[src/rtl/id_ex_stage_reg.sv]
// ID/EX pipeline register. It holds one decoded instruction for the execute stage.
// While EX stalls, the held register operands are refreshed from write-back so they do not go stale.
module id_ex_stage_reg #(
  parameter int WORD_W  = 32,
  parameter int OP_W    = 8,
  parameter int SEL_W   = 8,
  parameter int RADDR_W = 5
) (
  input  logic               clk,
  input  logic               rst_n,
  input  logic [SEL_W-1:0]   id_alusel,
  input  logic [OP_W-1:0]    id_aluop,
  input  logic [WORD_W-1:0]  id_srcLeft,
  input  logic [WORD_W-1:0]  id_srcRight,
  input  logic               id_srcLeftRe,
  input  logic               id_srcRightRe,
  input  logic [RADDR_W-1:0] id_srcLeftAddr,
  input  logic [RADDR_W-1:0] id_srcRightAddr,
  input  logic               id_wreg,
  input  logic [RADDR_W-1:0] id_waddr,
  input  logic               stall_id,
  input  logic               stall_ex,
  input  logic               flush,
  input  logic               wb_we,
  input  logic [RADDR_W-1:0] wb_waddr,
  input  logic [WORD_W-1:0]  wb_wdata,
  output logic [SEL_W-1:0]   ex_alusel,
  output logic [OP_W-1:0]    ex_aluop,
  output logic [WORD_W-1:0]  ex_srcLeft,
  output logic [WORD_W-1:0]  ex_srcRight,
  output logic               ex_wreg,
  output logic [RADDR_W-1:0] ex_waddr,
  output logic               ex_valid
);

  typedef enum logic [1:0] {
    ACT_LOAD   = 2'd0,
    ACT_HOLD   = 2'd1,
    ACT_BUBBLE = 2'd2,
    ACT_FLUSH  = 2'd3
  } act_e;

  act_e act;

  logic [SEL_W-1:0]   alusel_q, alusel_d;
  logic [OP_W-1:0]    aluop_q, aluop_d;
  logic [WORD_W-1:0]  src_l_q, src_l_d;
  logic [WORD_W-1:0]  src_r_q, src_r_d;
  logic               l_re_q, l_re_d;
  logic               r_re_q, r_re_d;
  logic [RADDR_W-1:0] l_addr_q, l_addr_d;
  logic [RADDR_W-1:0] r_addr_q, r_addr_d;
  logic               wreg_q, wreg_d;
  logic [RADDR_W-1:0] waddr_q, waddr_d;
  logic               valid_q, valid_d;

  logic wb_hit;
  logic refresh_l;
  logic refresh_r;

  // Rules are checked in priority order: flush beats every stall.
  always_comb begin
    if (flush) begin
      act = ACT_FLUSH;
    end else if (stall_id && !stall_ex) begin
      act = ACT_BUBBLE;
    end else if (stall_ex) begin
      act = ACT_HOLD;
    end else begin
      act = ACT_LOAD;
    end
  end

  // Register 0 is hard-wired to zero, so a write-back to it never refreshes an operand.
  assign wb_hit    = valid_q && wb_we && (wb_waddr != '0);
  assign refresh_l = wb_hit && l_re_q && (wb_waddr == l_addr_q);
  assign refresh_r = wb_hit && r_re_q && (wb_waddr == r_addr_q);

  always_comb begin
    alusel_d = alusel_q;
    aluop_d  = aluop_q;
    src_l_d  = src_l_q;
    src_r_d  = src_r_q;
    l_re_d   = l_re_q;
    r_re_d   = r_re_q;
    l_addr_d = l_addr_q;
    r_addr_d = r_addr_q;
    wreg_d   = wreg_q;
    waddr_d  = waddr_q;
    valid_d  = valid_q;
    case (act)
      ACT_FLUSH, ACT_BUBBLE: begin
        alusel_d = '0;
        aluop_d  = '0;
        src_l_d  = '0;
        src_r_d  = '0;
        l_re_d   = 1'b0;
        r_re_d   = 1'b0;
        l_addr_d = '0;
        r_addr_d = '0;
        wreg_d   = 1'b0;
        waddr_d  = '0;
        valid_d  = 1'b0;
      end
      ACT_HOLD: begin
        if (refresh_l) src_l_d = wb_wdata;
        if (refresh_r) src_r_d = wb_wdata;
      end
      default: begin
        alusel_d = id_alusel;
        aluop_d  = id_aluop;
        src_l_d  = id_srcLeft;
        src_r_d  = id_srcRight;
        l_re_d   = id_srcLeftRe;
        r_re_d   = id_srcRightRe;
        l_addr_d = id_srcLeftAddr;
        r_addr_d = id_srcRightAddr;
        wreg_d   = id_wreg;
        waddr_d  = id_waddr;
        valid_d  = 1'b1;
      end
    endcase
  end

  always_ff @(posedge clk or negedge rst_n) begin
    if (!rst_n) begin
      alusel_q <= '0;
      aluop_q  <= '0;
      src_l_q  <= '0;
      src_r_q  <= '0;
      l_re_q   <= 1'b0;
      r_re_q   <= 1'b0;
      l_addr_q <= '0;
      r_addr_q <= '0;
      wreg_q   <= 1'b0;
      waddr_q  <= '0;
      valid_q  <= 1'b0;
    end else begin
      alusel_q <= alusel_d;
      aluop_q  <= aluop_d;
      src_l_q  <= src_l_d;
      src_r_q  <= src_r_d;
      l_re_q   <= l_re_d;
      r_re_q   <= r_re_d;
      l_addr_q <= l_addr_d;
      r_addr_q <= r_addr_d;
      wreg_q   <= wreg_d;
      waddr_q  <= waddr_d;
      valid_q  <= valid_d;
    end
  end

  assign ex_alusel   = alusel_q;
  assign ex_aluop    = aluop_q;
  assign ex_srcLeft  = src_l_q;
  assign ex_srcRight = src_r_q;
  assign ex_wreg     = wreg_q;
  assign ex_waddr    = waddr_q;
  assign ex_valid    = valid_q;

endmodule

[config.mk]
export PLATFORM = sky130hd
export DESIGN_NAME = id_ex_stage_reg
export DESIGN_NICKNAME = d
export VERILOG_FILES = /design/src/rtl/id_ex_stage_reg.sv
export SDC_FILE = /design/constraint.sdc
export NUM_CORES = 1
export LEC_CHECK = 0
export CORE_ASPECT_RATIO = 0.8
export CORE_MARGIN = 2
export CORE_UTILIZATION = 44
export DETAILED_ROUTE_END_ITERATION = 10
export HOLD_SLACK_MARGIN = 0.1
export PLACE_DENSITY = 0.86
export SLEW_MARGIN = 5
export SYNTH_ARGS = -nofsm -noshare
export SYNTH_HDL_FRONTEND = slang
export SYNTH_SLANG_ARGS = --single-unit
export TNS_END_PERCENT = 100
[constraint.sdc]
create_clock -name clk -period 5.1 [get_ports clk]
set_input_delay 1.02 -clock clk [delete_from_list [all_inputs] [get_ports clk]]
set_output_delay 1.02 -clock clk [all_outputs]
set_load 0.01 [all_outputs]
==> out/results.ini, run 1 <==
[grt]
grt_use_met2 = 0.373
busiest_layer = met2
grt_overflow = 0
grt_antenna_before_repair = 0
gr-usage-met1 = 0.292
grt_max_degree = 75
grt_usage = 0.224
grt_pass1_wl_um = 20000
met3_usage = 0.0687
grt_pass1_vias = 3775

[synth]
avgSynthCellArea_um2 = 15.0
ys_seq_elements = 99
yosysWarnings = 0
syn_nets = 450
ys_types = 19
seq_area_frac_synth = 0.534
synthesis.instances = 309
syn-cell-area_um2 = 4640

[cells_and_area]
final_util = 0.712
insertedDiodeCount = 0
syn_to_final_growth_pct = 57.2
fillers = 718
fin_nets = 668
drive_gt1_frac = 0.173

[worst_setup_path]
crit_family = buffers and inverters
startpoint_type = input port
cp_slowest_cell = and2b_4
worstSetupPathType = in2reg
crit_chain = clkdlybuf4s50_1 > and2b_4 > buf_4 > a22o_1 > mux2_4
arrival_ns = 3.22
crit_fanout = 52
crit_path_max_incr_delay_ns = 0.72
end_kind = register
path_buf_inv = 2
crit_required_ns = 5.36

[die]
num_rows = 33
initial_utilization = 0.453
ios = 228
die_x_um = 119
die_y_um = 95.8
dieArea_um2 = 11400
core_area_um2 = 10200

[clocking]
clock-sinks = 99
clk_pin_slew_worst_paths_ns = 0.07
h-tree-depth = 3
cts_setup_buffers = 0
numCtsBuffers = 9
root_buffer = clkbuf_16
insertion_delay_ns = 0.33
cts-hold-fix-buffers = 0
cts_tree = built
cts_buffer_depth = 2
cts_resized = 0

[job]
cap_viol_max_count = 0

[pwr]
leakagePower_nw = 3.31
vdd_drop_max_mv = 0.167
pwr_density_cell_nw_per_um2 = 268

[sta]
finalHoldViolations = 0
tns_ns = 0
tightest_slew_ns = 0.899
slew-limit-headroom = 0.400
fmax_mhz = 338
slew_viol_final = 0
finalCritPeriodShare = 0.580
rsz0062_at_grt = false
min_period_ns = 2.96
finClkSkew_ns = 0.0125
setup_viol = 0

[outcome]
status = finished, final reports clean

[place]
hpwl_um = 9450
numPortBuffers = 227
gp_congestion = 0.816

[routing]
drt_wl_total_um = 12800
antenna_left = 0
drc_errors = 0
dr_total_vias = 3587
wl_per_cell_um = 19.1
via_per_inst = 5.34
drt_iter0_markers = 155
firstDrtPassIters = 4

[min_path]
hold_path.class = reg2reg

==> path summary, 6_finish.rpt <==
check	from	endpoint	slack, ns	cells past startpoint
worst max-delay path	flush	ex_srcRight[13]	2.14	5
worst min-delay path	ex_aluop[6]	ex_aluop[6]	0.50	1
worst max register to register	r_addr_q[1]	ex_srcRight[0]	3.03	5
worst min register to register	ex_aluop[6]	ex_aluop[6]	0.50	1
max in group asynchronous	rst_n	ex_srcRight[25]	3.37	2
min in group asynchronous	rst_n	ex_srcLeft[2]	0.82	1
==> worst register-to-register path, delay by kind of cell (launching register included) <==
kind                   cells  cell delay, ns
buffers and inverters      1            0.54
multiplexers               1            0.44
flip-flops                 1            0.41
AO/OA/AOI/OAI              1            0.23
XOR/XNOR                   1            0.17
AND/OR/NAND/NOR            1            0.16
==> routing by layer <==
metal | wire [um] | up-vias | share of wire
met5 | 0 | - | 0
li1 | - | 1632 | -
met3 | 1030 | 12 | 0.080
met1 | 5530 | 1779 | 0.43
met2 | 6160 | 164 | 0.48
met4 | 119 | 0 | 0.0093
==> stage by stage <==
step	worst slack, ns	instances	cell area [um2]	total power [mW]	hold WS, ns
after CTS	2.15	672	7290	1.98	0.509
after global routing	2.07	672	7290	2.04	0.518
after global placement	1.90	656	7000	1.29	0.490
after detailed placement	1.82	656	7000	1.30	0.491
final	2.14	672	7290	1.96	0.503
after floorplan	2.66	309	4640	1.04	0.474
==> layout make-up <==
cell class | count | area (um2) | area share
Clock buffer | 11 | 233 | 0.0319
Clock inverter | 5 | 61.3 | 0.00841
Sequential cell | 99 | 2480 | 0.340
Timing Repair Buffer | 234 | 2320 | 0.319
Multi-Input combinational cell | 183 | 2020 | 0.277
Tap cell | 140 | 175 | 0.0240
==> synth_stat cells <==
cell | instances | area share
nand3_1 | 1 | 0.0011
xor2_1 | 1 | 0.0019
mux2_4 | 60 | 0.19
buf_6 | 6 | 0.015
buf_1 | 7 | 0.0057
xnor2_1 | 9 | 0.017
o41ai_4 | 1 | 0.0059
or4_4 | 1 | 0.0024
a21o_1 | 1 | 0.0016
nor2_4 | 1 | 0.0024
a22o_1 | 98 | 0.19
mux2_2 | 4 | 0.0097
nor3_2 | 1 | 0.0022
dfrtp_1 | 99 | 0.53
clkbuf_1 | 13 | 0.011
o31ai_4 | 1 | 0.0046
nand4_1 | 3 | 0.0040
and2b_1 | 1 | 0.0016
buf_2 | 1 | 0.0011
==> cell families after synthesis <==
family                 count (synthesis)  synth area share
AO/OA/AOI/OAI                        101             0.197
multiplexers                          64             0.204
buffers and inverters                 27            0.0318
XOR/XNOR                              10            0.0189
AND/OR/NAND/NOR                        8            0.0138
flip-flops                            99             0.534
==> sequential cells by signal, indices dropped and copies added, names as in the netlist <==
signal	count
ex_srcLeft	32
ex_srcRight	32
ex_aluop	8
ex_alusel	8
ex_waddr	5
l_addr_q	5
r_addr_q	5
ex_valid	1
ex_wreg	1
l_re_q	1
r_re_q	1
==> where the power goes <==
group          internal (mW)  switching [mW]  leakage (nW)
clock                  0.385           0.287         0.144
sequential             0.835          0.0319          1.32
combinational          0.268           0.149          1.84
==> cells in the final DEF (no fill, tap or decap) <==
| cell | instances |
|---|---|
| a21o_1 | 1 |
| a22o_1 | 98 |
| and2b_4 | 1 |
| buf_4 | 8 |
| bufinv_16 | 1 |
| clkbuf_1 | 2 |
| clkbuf_16 | 9 |
| clkdlybuf4s50_1 | 226 |
| clkinv_2 | 1 |
| clkinv_4 | 1 |
| dfrtp_1 | 99 |
| inv_6 | 2 |
| mux2_2 | 4 |
| mux2_4 | 60 |
| nand3_1 | 1 |
| nand4_1 | 3 |
| nor2_4 | 1 |
| nor3_4 | 1 |
| o31ai_4 | 1 |
| o41ai_4 | 1 |
| or4_4 | 1 |
| xnor2_1 | 9 |
| xor2_1 | 1 |
Note: power is estimated with default switching activity, not from simulation.
==> run 2, diff against run 1 <==
--- a/config.mk
+++ b/config.mk
@@ -7,10 +7,10 @@
 export LEC_CHECK = 0
 export CORE_ASPECT_RATIO = 0.8
 export CORE_MARGIN = 2
-export CORE_UTILIZATION = 44
+export CORE_UTILIZATION = 41
 export DETAILED_ROUTE_END_ITERATION = 10
 export HOLD_SLACK_MARGIN = 0.1
-export PLACE_DENSITY = 0.86
+export PLACE_DENSITY = 0.81
 export SLEW_MARGIN = 5
 export SYNTH_ARGS = -nofsm -noshare
 export SYNTH_HDL_FRONTEND = slang
==> constraint.sdc (replaced) <==
create_clock -name clk -period 2.79 [get_ports clk]
set_input_delay 0.558 -clock clk [delete_from_list [all_inputs] [get_ports clk]]
set_output_delay 0.558 -clock clk [all_outputs]
set_load 0.01 [all_outputs]
==> run 2 against run 1 <==
  * Combinational power up 87%
  * Worst hold slack worse by 0.26 ns
  * Core utilization down 3.3 points
  * Total power up 85%
  * First-iteration DRC count down 4.5%
  * Setup slack worse by 1.7 ns
  * Non-clock buffer count up 3
  * Design area up 1.9%
  * Via count down 1.1%
  * Die area up 7.0%
  * Count of clock-buffer cells in the layout unchanged
  * Largest cell class unchanged
  * Highest routed layer unchanged
==> out/results.ini, run 2 (synthesis gave the netlist of run 1 again) <==
[worst_setup_path]
end_kind = register
crit_required_ns = 3.01  ; -2.35 ns
startpoint_type = input port
crit_fanout = 15  ; -71%
rr_worst_depth = 5  ; unchanged
r2r-start = l_addr_q[4]
worstSetupPathType = in2reg
r2r-end = ex_srcLeft[12]
arrival_ns = 2.58  ; -0.64 ns
reg2reg_setup_slack_ns = 0.81  ; -2.22 ns

[sta]
setup_viol = 0  ; unchanged
finClkSkew_ns = 0.00578  ; -0.00675 ns
tns_ns = 0  ; unchanged
slew-limit-headroom = 0.632  ; +0.232
slew_viol_final = 0  ; unchanged
rsz0062_at_grt = false
finalCritPeriodShare = 0.844
min_period_ns = 2.36
holdWs_ns = 0.240  ; -0.263 ns
finalHoldViolations = 0  ; unchanged
tightest_slew_ns = 0.552  ; -0.348 ns
fmax_mhz = 425

[clocking]
root_buffer = clkbuf_16
clock-sinks = 99  ; unchanged
cts_tree = built
cts_buffer_depth = 2  ; unchanged
numCtsBuffers = 9  ; unchanged
clk_pin_slew_worst_paths_ns = 0.07  ; about the same
cts_setup_buffers = 0  ; unchanged
cts-hold-fix-buffers = 0  ; unchanged
h-tree-depth = 3  ; unchanged
insertion_delay_ns = 0.34  ; about the same
cts_resized = 0  ; unchanged

[routing]
drt_wl_total_um = 12600  ; -2.2%
dr_total_vias = 3546  ; -1.1%
drc_errors = 0  ; unchanged
drt_iter0_markers = 148  ; -4.5%
wl_per_cell_um = 18.5  ; -3.1%
via_per_inst = 5.23  ; -2.0%
antenna_left = 0  ; unchanged
firstDrtPassIters = 4  ; unchanged

[cells_and_area]
syn_to_final_growth_pct = 60.1
insertedDiodeCount = 0  ; unchanged
fin_nets = 671  ; +0.45%
drive_gt1_frac = 0.180  ; +0.00684
final_cell_mix = 226 x clkdlybuf4s50_1, 99 x dfrtp_1, 98 x a22o_1
layout_commonest_cell = clkdlybuf4s50_1

[grt]
grt_pass1_vias = 3737  ; -1.0%
grt_usage = 0.211  ; -0.0136
grt_pass1_wl_um = 19800  ; -1.2%
grt_antenna_before_repair = 0  ; unchanged
grt_max_degree = 100  ; +33%
grt_overflow = 0  ; unchanged

[place]
numPortBuffers = 227  ; unchanged
hpwl_um = 9070  ; -4.0%
gp_congestion = 0.739  ; -9.5%

[die]
dieArea_um2 = 12200  ; +7.0%
core_area_um2 = 10900  ; +6.8%
num_rows = 34  ; +3.0%
die_y_um = 99.1  ; +3.4%
initial_utilization = 0.424  ; -0.0287
die_x_um = 123  ; +3.5%
ios = 228  ; unchanged

[job]
cap_viol_max_count = 0  ; unchanged

[pwr]
pwr_density_cell_nw_per_um2 = 488  ; +82%
leakagePower_nw = 3.36  ; +1.5%
vdd_drop_max_mv = 0.320  ; +91%

[outcome]
status = finished, final reports clean

[min_path]
hold_path.class = in2async

run 2: layer usage:
layer | vias up | wire, um | global-route usage | share of wire
met3 | 13 | 1110 | 0.0648 | 0.089
met5 | - | 0 | 0 | 0
met1 | 1742 | 5480 | 0.274 | 0.44
met2 | 158 | 5780 | 0.341 | 0.46
met4 | 0 | 181 | 0.0601 | 0.014
li1 | 1633 | - | - | -
run 2: power breakdown:
group / total, mW / internal (mW) / switching [mW]
clock: 1.26 / 0.737 / 0.520
sequential: 1.58 / 1.53 / 0.0566
combinational: 0.780 / 0.507 / 0.273
run 2: critical path, cell delays in order:
cell and delay (ns):
clkdlybuf4s50_1 0.55, xnor2_1 0.14, nand4_1 0.19, o41ai_4 0.54, buf_12 0.23, mux2_2 0.35
run 2: final cells by class:
class | count | area [um2]
sequential | 99 | 2480
multi-input combinational | 183 | 2020
fill | 776 | 3510
clock inverter | 4 | 50.0
timing repair buffer | 237 | 2440
clock buffer | 11 | 253
tap | 144 | 180
run 2: worst max-delay path by stage:
stage | from | to | slack [ns] | cells after the start
global route | wb_waddr[4] | ex_srcLeft[12] | 0.39 | 6
global placement | wb_waddr[4] | ex_srcLeft[12] | 0.14 | 6
detailed placement | wb_waddr[4] | ex_srcLeft[12] | 0.10 | 6
CTS | wb_waddr[4] | ex_srcLeft[12] | 0.45 | 6
floorplan | wb_waddr[0] | ex_srcLeft[0] | 0.81 | 5
finish | wb_waddr[1] | ex_srcLeft[12] | 0.43 | 6
run 2: metrics by stage:
| stage | cells | total power, mW | setup WS (ns) | utilization | instance area [um2] |
|---|---|---|---|---|---|
| global route | 678 | 3.77 | 0.386 | 0.679 | 7430 |
| finish | 678 | 3.62 | 0.434 | 0.679 | 7430 |
| CTS | 678 | 3.66 | 0.451 | 0.679 | 7430 |
| floorplan | 309 | 1.91 | 0.812 | - | 4640 |
| detailed placement | 663 | 2.39 | 0.100 | 0.652 | 7120 |
| global placement | 663 | 2.38 | 0.139 | 0.652 | 7120 |
==> RTL change (flow settings as in run 2) <==
Change the parameter `RADDR_W` from 5 to 6.
--- a/src/rtl/id_ex_stage_reg.sv
+++ b/src/rtl/id_ex_stage_reg.sv
@@ -4,7 +4,7 @@
   parameter int WORD_W  = 32,
   parameter int OP_W    = 8,
   parameter int SEL_W   = 8,
-  parameter int RADDR_W = 5
+  parameter int RADDR_W = 6
 ) (
   input  logic               clk,
   input  logic               rst_n,
Ports: changed (5 resized); port bits go from 228 to 233. No check against the original RTL was run, so the function may have changed too.
==> RTL change against run 2 <==
  * Worst setup slack better by 6.4 ps
  * Non-clock buffer count is 14 higher
  * Global-route usage is 2.6 points higher
  * Cell area is 6.9% higher
  * Register-to-register slack better by 310 ps
  * Wire length is 28% higher
  * Sequential power is 3% higher
  * Sequential cell count is 3 higher
  * Largest cell class is now non-clock buffers
  * Synthesized area is 10% higher
  * Final cell count is 24% higher
  * Via count is 37% higher
  * Total power is 0.85% higher
  * Hold slack worse by 46 ps
==> RTL change: results (changes against run 2) <==
| Metric | Value |
|---|---|
| Via count | 4874 (+37%) |
| PostCTS Resize Cnt | 0 (unchanged) |
| Worst slack at placement | 87.0 ps (-13.4 ps) |
| Met3 Wirelength | 1560 µm (+40%) |
| Port Buffer Count | 232 (+2.2%) |
| Area after DPL | 0.00763 mm² (+7.2%) |
| Status | finished, final reports clean |
| CP peak stage delay | 530 ps (-20 ps) |
| Post-synthesis sequential area ratio | 50.0% (-3.5 points) |
| Pleak | 3.19 nW (-5.0%) |
| Synth top cells by count | dfrtp_1 (102), a211oi_1 (64), a21oi_1 (64), inv_1 (64), a221oi_1 (47) |
| Synth unique cells | 24 (+5) |
| Net count, final | 829 (+24%) |
| Critical path fanouts, max | 35 (+20) |
| Maximum VDD drop | 0.000384 V (+20%) |
| Met3 Resource Use GR | 8.32% (+1.8 points) |
| CP delay by family, top | compound AO/OA/AOI/OAI gates |
| Met2 Usage GRT | 40.0% (+5.9 points) |
| Xor/xnor share of the synthesized area | 2.06% (+0.17 points) |
| Critical Path Start | wb_waddr[2] |
| GPL Wtd Cong | 0.807 (+9.2%) |
| Clk Latency, worst-skew pair | 350 ps |
| Reg2Reg Launch Point | r_addr_q[2] |
| Total track usage | 23.7% (+2.6 points) |
| Met1 WL | 6230 µm (+14%) |
| Area contributors post-synth | dfrtp_1 (50%), a211oi_1 (9.4%), a221oi_1 (8.1%), a22o_1 (6.3%), a21oi_1 (6.3%) |
| Syn nets | 616 (+37%) |
| Layout fillers | 920 (+19%) |
| Syn Area/Cell | 10.8 µm² (-28%) |
| DRT iter0 DRCs | 258 (+74%) |
| Worst setup endpoint | ex_srcRight[27] |
| Post-route setup slack | 441 ps (+6.39 ps) |
| DPL Wire Length | 11600 µm (+28%) |
| Vias per inst | 5.80 (+11%) |
| Layout cells sized above 1 | 8.85% (-9.1 points) |
| Crit-path slowest cell | or4_4 |
| Clock Skew | 7.35 ps (+1.57 ps) |
| Adder-Cell Fraction of Synth Area | 0% (unchanged) |
| Setup slack, reg-to-reg | 1120 ps (+310 ps) |
| Mux cell area share after synthesis | 0% (-20 points) |
| Placed cells | 825 (+24%) |
| Worst relative slew slack | 62.2% (-1.1 points) |
| GRT met1 Usage | 28.2% (+0.82 points) |
| Largest net degree at the start of global routing | 87 (-13%) |
| Met2 WL | 7930 µm (+37%) |
RTL change: worst min path at each step:
stage / slack [ps] / depth (start not counted) / to
4_1_cts: 220 / 1 / ex_waddr[2]
2_1_floorplan: 260 / 0 / ex_aluop[0]
3_3_place_gp: 490 / 1 / r_re_q
6_report: 190 / 1 / ex_waddr[1]
5_1_grt: 240 / 1 / ex_waddr[4]
3_5_place_dp: 490 / 1 / ex_alusel[7]
RTL change: power breakdown:
group          internal, mW  total, mW  leakage, nW  switching, mW
registers              1.56       1.62         1.35         0.0523
logic                 0.439      0.774         1.69          0.335
clock network         0.656       1.26        0.149          0.605
RTL change: cell type report:
class | count | area (µm²) | share of cell area (%)
Timing Repair Buffer | 251 | 2570 | 32.4
Sequential cell | 102 | 2550 | 32.2
Multi-Input combinational cell | 256 | 2080 | 26.2
Inverter | 64 | 240 | 3.03
Clock buffer | 10 | 239 | 3.01
Tap cell | 152 | 190 | 2.40
Clock inverter | 6 | 62.6 | 0.788
